[src/rtl/branch_resolve_ctrl.sv]
// RV32I branch resolution: one branch in flight, comparator, mispredict
// detection with flush/redirect handshake, and saturating statistics.
module branch_resolve_ctrl #(
    parameter int DWIDTH = 32,
    parameter int AWIDTH = 32,
    parameter int CNTW   = 16
) (
    input  logic              clk,
    input  logic              rst,
    input  logic              br_valid,
    output logic              br_ready,
    input  logic [2:0]        br_funct3,
    input  logic [DWIDTH-1:0] br_rs1,
    input  logic [DWIDTH-1:0] br_rs2,
    input  logic [AWIDTH-1:0] br_pc,
    input  logic [AWIDTH-1:0] br_imm,
    input  logic              br_pred_taken,
    input  logic              kill,
    output logic              resolved_valid,
    output logic              resolved_taken,
    output logic              flush,
    output logic              redirect_valid,
    input  logic              redirect_ready,
    output logic [AWIDTH-1:0] redirect_pc,
    output logic              illegal,
    output logic              misalign,
    input  logic              stat_clr,
    output logic [CNTW-1:0]   stat_branches,
    output logic [CNTW-1:0]   stat_mispredicts
);

    typedef enum logic [1:0] {IDLE, EVAL, REDIRECT} state_t;

    state_t state_q, state_d;

    logic [2:0]        f3_q;
    logic [DWIDTH-1:0] rs1_q, rs2_q;
    logic [AWIDTH-1:0] pc_q, imm_q;
    logic              pred_q;

    logic resolved_q, resolved_d;
    logic taken_q, taken_d;
    logic flush_q, flush_d;
    logic illegal_q, illegal_d;
    logic misalign_q, misalign_d;
    logic rv_q, rv_d;
    logic [AWIDTH-1:0] rpc_q, rpc_d;
    logic [CNTW-1:0] cnt_br_q, cnt_br_d;
    logic [CNTW-1:0] cnt_mp_q, cnt_mp_d;
    logic br_inc, mp_inc;

    logic hs;
    logic br_un, br_eq, br_lt, taken, legal;
    logic [AWIDTH-1:0] target, fallthru;

    assign br_ready = (state_q == IDLE) && !kill && !rst;
    assign hs       = br_valid && br_ready;

    assign br_un = f3_q[1];
    assign br_eq = (rs1_q == rs2_q);
    assign br_lt = br_un ? (rs1_q < rs2_q)
                         : ($signed(rs1_q) < $signed(rs2_q));
    assign legal    = (f3_q[2:1] != 2'b01);
    assign target   = pc_q + imm_q;
    assign fallthru = pc_q + AWIDTH'(4);

    always_comb begin
        taken = 1'b0;
        unique case (f3_q)
            3'b000:  taken = br_eq;
            3'b001:  taken = !br_eq;
            3'b100:  taken = br_lt;
            3'b101:  taken = !br_lt;
            3'b110:  taken = br_lt;
            3'b111:  taken = !br_lt;
            default: taken = 1'b0;
        endcase
    end

    always_comb begin
        state_d    = state_q;
        resolved_d = 1'b0;
        taken_d    = 1'b0;
        flush_d    = 1'b0;
        illegal_d  = 1'b0;
        misalign_d = 1'b0;
        rv_d       = rv_q;
        rpc_d      = rpc_q;
        br_inc     = 1'b0;
        mp_inc     = 1'b0;
        unique case (state_q)
            IDLE: begin
                if (hs) state_d = EVAL;
            end
            EVAL: begin
                state_d = IDLE;
                if (kill) begin
                    state_d = IDLE;
                end else if (!legal) begin
                    illegal_d = 1'b1;
                end else begin
                    resolved_d = 1'b1;
                    taken_d    = taken;
                    br_inc     = 1'b1;
                    if (taken && target[1]) begin
                        misalign_d = 1'b1;
                    end else if (taken != pred_q) begin
                        flush_d = 1'b1;
                        mp_inc  = 1'b1;
                        rv_d    = 1'b1;
                        rpc_d   = taken ? target : fallthru;
                        state_d = REDIRECT;
                    end
                end
            end
            REDIRECT: begin
                // kill and acceptance both retire the redirect
                if (kill || redirect_ready) begin
                    rv_d    = 1'b0;
                    state_d = IDLE;
                end
            end
            default: state_d = IDLE;
        endcase
    end

    always_comb begin
        cnt_br_d = cnt_br_q;
        cnt_mp_d = cnt_mp_q;
        if (stat_clr) begin
            cnt_br_d = '0;
            cnt_mp_d = '0;
        end else begin
            if (br_inc && cnt_br_q != '1) cnt_br_d = cnt_br_q + CNTW'(1);
            if (mp_inc && cnt_mp_q != '1) cnt_mp_d = cnt_mp_q + CNTW'(1);
        end
    end

    always_ff @(posedge clk or posedge rst) begin
        if (rst) begin
            state_q    <= IDLE;
            f3_q       <= '0;
            rs1_q      <= '0;
            rs2_q      <= '0;
            pc_q       <= '0;
            imm_q      <= '0;
            pred_q     <= 1'b0;
            resolved_q <= 1'b0;
            taken_q    <= 1'b0;
            flush_q    <= 1'b0;
            illegal_q  <= 1'b0;
            misalign_q <= 1'b0;
            rv_q       <= 1'b0;
            rpc_q      <= '0;
            cnt_br_q   <= '0;
            cnt_mp_q   <= '0;
        end else begin
            state_q    <= state_d;
            resolved_q <= resolved_d;
            taken_q    <= taken_d;
            flush_q    <= flush_d;
            illegal_q  <= illegal_d;
            misalign_q <= misalign_d;
            rv_q       <= rv_d;
            rpc_q      <= rpc_d;
            cnt_br_q   <= cnt_br_d;
            cnt_mp_q   <= cnt_mp_d;
            if (hs) begin
                f3_q   <= br_funct3;
                rs1_q  <= br_rs1;
                rs2_q  <= br_rs2;
                pc_q   <= br_pc;
                imm_q  <= br_imm;
                pred_q <= br_pred_taken;
            end
        end
    end

    assign resolved_valid   = resolved_q;
    assign resolved_taken   = taken_q;
    assign flush            = flush_q;
    assign illegal          = illegal_q;
    assign misalign         = misalign_q;
    assign redirect_valid   = rv_q;
    assign redirect_pc      = rpc_q;
    assign stat_branches    = cnt_br_q;
    assign stat_mispredicts = cnt_mp_q;

endmodule

[config.mk]
export PLATFORM = sky130hd
export DESIGN_NAME = branch_resolve_ctrl
export DESIGN_NICKNAME = d
export VERILOG_FILES = /design/src/rtl/branch_resolve_ctrl.sv
export SDC_FILE = /design/constraint.sdc
export NUM_CORES = 1
export LEC_CHECK = 0
export ABC_AREA = 1
export CAP_MARGIN = 25
export CORE_ASPECT_RATIO = 1.1
export CORE_MARGIN = 2
export CORE_UTILIZATION = 45
export CTS_BUF_LIST = sky130_fd_sc_hd__clkbuf_2
export CTS_CLUSTER_DIAMETER = 120
export DETAILED_ROUTE_END_ITERATION = 8
export GPL_TIMING_DRIVEN = 0
export PLACE_DENSITY = 0.78
export RECOVER_POWER = 25
export SETUP_SLACK_MARGIN = 0.2
export SYNTH_ARGS = -nofsm -noshare
export SYNTH_HDL_FRONTEND = slang
export SYNTH_SLANG_ARGS = --single-unit
[constraint.sdc]
create_clock -name clk -period 8.6 [get_ports clk]
set_clock_uncertainty 0.1 [all_clocks]
set_input_delay 1.29 -clock clk [delete_from_list [all_inputs] [get_ports clk]]
set_output_delay 1.29 -clock clk [all_outputs]
set_load 0.005 [all_outputs]
==> qor.csv <==
stage,metric,value,unit
worst_setup_path,timing.critical_path.cells,dlygate4sd3_1 -> inv_8 -> buf_16 -> nand3_1 -> inv_1 -> clkdlybuf4s50_1,
worst_setup_path,end_kind,output pin,
synthesis,synthDistinctLibCells,42,
clocking,cts-resized-gates,0,
clocking,ctsHtreeMaxLevel,2,
clocking,post_cts_buffers,0,
timing,report.final.slew_viol_count,0,
synthesis,yosysWarnings,0,
timing,setup_viol,0,
clocking,clk_transition_reported_paths,0.09,ns
worst_setup_path,cp-start-kind,input pin,
drt,drtIter0Drc,860,
clocking,cts_hold_buffers,0,
synthesis,synthesis.area,12100,µm²
die,die_outline_width,160,µm
job,drv.max_cap_violation_count,0,
die,placeableCoreArea,26200,µm²
final_layout,final_core_utilization,57.6,%
final_layout,final_nets,2084,
synthesis,synthesis.area_per_instance,7.47,µm²
final_layout,post_route_cells_drive_above_1_share,7.09,%
drt,postRouteAntennaNets,0,
power_and_ir_drop,net-switching-power,1.34,mW
final_layout,post_layout_nonfiller_instances,2276,
synthesis,mappedNetlistNets,1819,
power_and_ir_drop,total_leakage_power,7.54,nW
global_routing,grt_antenna_before_repair,5,
power_and_ir_drop,vdd_ir_drop_max,93.0,µV
die,site_row_count,62,
global_routing,grt_max_degree,132,
power_and_ir_drop,power.combinational.fraction,39.6,%
clocking,clk_path_buf_depth,3,
clocking,insertion_delay,0.89,ns
global_routing,grt_pass1_vias,11287,
worst_setup_path,crit_path_max_fanout,131,
power_and_ir_drop,switching_share,40.9,%
synthesis,syn-instance-count,1614,
final_layout,post-route-cell-area,15100,µm²
clocking,cts_inserted_buffers,54,
drt,vias_per_cell,5.09,
synthesis,synth.cells.most_frequent,"664 x sky130_fd_sc_hd__nand2_1, 204 x sky130_fd_sc_hd__dfrtp_1, 135 x sky130_fd_sc_hd__inv_1",
drt,met3_length,2.42,mm
die,die_height,176,µm
die,starting_density,46.0,%
timing,worst-slew-pin-transition,0.774,ns
status,status,"complete, no violations",
placed_design,detailed_place.area,14600,µm²
timing,setup_total_negative_slack,0,ns
power_and_ir_drop,power_per_cell_area,218,nW/µm²
worst_setup_path,crit_slowest_cell,sky130_fd_sc_hd__dlygate4sd3_1,
clocking,cell_at_the_root_of_the_clock_tree,sky130_fd_sc_hd__clkbuf_2,
synthesis,top_ff_cell_synth,sky130_fd_sc_hd__dfrtp_1,
worst_setup_path,worst_ep_arrival_time,3.68,ns
clocking,tritoncts_clock_tree,yes,
synthesis,synth_edf_count,0,
timing,period_needed,5.07,ns
drt,routed-via-count,11589,
drt,post-route-drc-count,0,
min_path,worstHoldPathType,reg -> reg,
timing,max_freq,0.197,GHz
global_routing,grt_overflow_total,0,
worst_setup_path,cp.required,7.21,ns
synthesis,synth.top_cell.area_share,42.4,%
timing,share_of_the_clock_period_used_by_the_worst_path_after_layout,59.0,%
power_and_ir_drop,fraction_of_power_consumed_by_the_clock_network,20.4,%
synthesis,yosys-top-cells-area,"sky130_fd_sc_hd__dfrtp_1 42%, sky130_fd_sc_hd__nand2_1 21%, sky130_fd_sc_hd__ha_1 6.9%, sky130_fd_sc_hd__inv_1 4.2%, sky130_fd_sc_hd__o21ai_0 3.4%",
synthesis,synth_most_common_cell,sky130_fd_sc_hd__nand2_1,
drt,maxUsedRoutingLayer,met4,
placed_design,placedCellCount,2175,
drt,detailroute.wirelength.met2,16.5,mm
final_layout,area.growth.synth_to_final,25.3,%
drt,drt_pre_antenna_iters,7,
placed_design,io_buffer_count,208,
timing,finalHoldViolations,0,
global_routing,gr-usage-all-layers,25.7,%
global_routing,grt_pass1_wl,57.7,mm
timing,slew-limit-headroom,48.4,%
die,boundaryPins,209,
synthesis,synth_sequential_area_ratio,42.4,%
drt,wirelength,36.3,mm
power_and_ir_drop,sequentialPowerShare,39.9,%
drt,drt-wirelength-per-cell,16.0,µm
worst_setup_path,critical-path-max-stage-delay,0.61,ns
timing,grt_setup_unrepaired,no,
worst_setup_path,category_of_the_most_critical_setup_path,in -> out,
placed_design,place.detailed.hpwl,28.3,mm
clocking,clkSinkCount,204,
synthesis,post-synth-top-area-cell,sky130_fd_sc_hd__dfrtp_1,
die,area_of_the_die,28100,µm²
drt,drt-met1-wl,16.3,mm
placed_design,gp_congestion,0.955,
synthesis,synth-seq-cells,204,
power_and_ir_drop,p_int,1.95,mW
synthesis,async_flop_share,100,%
==> registers in the layout, indices dropped and copies added, names as in the netlist <==
signal            cells
state_q               2
resolved_valid        1
redirect_valid        1
resolved_taken        1
f3_q                  3
imm_q                32
pc_q                 32
misalign              1
stat_branches        16
illegal               1
rs2_q                32
pred_q                1
rs1_q                32
redirect_pc          32
stat_mispredicts     16
flush                 1
==> cell families after synthesis <==
logic type	share of synthesized area, %
adder cells (fa/ha/maj)	7.02
XOR/XNOR	4.07
buffers and inverters	6.33
AND/OR/NAND/NOR	32.4
flip-flops	42.4
AO/OA/AOI/OAI	7.77
==> power by group through the flow <==
| stage | Clock (mW) | Sequential [mW] | Combinational, mW |
|---|---|---|---|
| 6_report | 0.672 | 1.31 | 1.30 |
| 4_1_cts | 0.691 | 1.31 | 1.29 |
| 3_3_place_gp | 0 | 1.32 | 1.26 |
| 2_1_floorplan | 0 | 1.29 | 0.791 |
| 5_1_grt | 0.744 | 1.34 | 1.46 |
| 3_5_place_dp | 0 | 1.33 | 1.29 |
==> per-layer routing <==
metal	vias up	global-route usage, %
met5	-	0
met4	0	8.60
met3	66	4.58
met2	382	41.4
met1	5394	35.1
li1	5747	-
==> cells in the final DEF, fill, tap and decap left out, drive strengths merged <==
cell,count
nor4,13
clkbuf,106
o311ai,1
nand3b,3
ha,66
a21oi,62
dlygate4sd3,2
o221ai,1
buf,20
nand3,65
nor2,102
clkinvlp,1
dfrtp,204
or2,3
o31ai,2
diode,5
xor2,39
o21a,2
inv,138
a31oi,9
o21bai,3
nand2,669
fa,1
nor3,24
clkinv,21
a21o,5
o21ai,90
clkdlybuf4s50,206
a21boi,1
nor3b,3
nand4,40
xnor2,17
==> stage by stage <==
stage	setup WS, ns	power, mW	hold WS [ns]
after floorplan	1.28	2.08	0.353
after CTS	3.51	3.30	0.383
final	3.53	3.29	0.376
after global routing	3.27	3.54	0.400
after detailed placement	3.52	2.62	0.359
after global placement	-1.45	2.58	0.355
==> worst max-delay path: cells and delay by family <==
kind          cells  cell delay (ns)
buf+inv           5             2.13
simple gates      1             0.15
==> final cells by class <==
type                       instances  area [µm²]
sequential                       204        5100
clock inverter                    23         115
multi-input combinational       1221        6180
buffer                            52         249
antenna                            5        12.5
clock buffer                      73         365
fill                            2551       11100
inverter                         137         522
tap                              352         440
timing repair buffer             209        2110
==> worst paths after layout <==
| kind | cells after the start | end | startpoint | slack [ns] |
|---|---|---|---|---|
| max | 6 | br_ready | rst | 3.53 |
| min | 2 | redirect_pc[11]$_DFFE_PP0P_ | redirect_pc[11]$_DFFE_PP0P_ | 0.38 |
| max reg2reg | 15 | redirect_pc[24]$_DFFE_PP0P_ | rs1_q[23]$_DFFE_PP0P_ | 5.61 |
| min reg2reg | 2 | redirect_pc[11]$_DFFE_PP0P_ | redirect_pc[11]$_DFFE_PP0P_ | 0.38 |
| max in group asynchronous | 3 | imm_q[26]$_DFFE_PP0P_ | rst | 6.45 |
| min in group asynchronous | 2 | resolved_valid$_DFF_PP0_ | rst | 0.85 |
(Power assumes the default switching activity.)
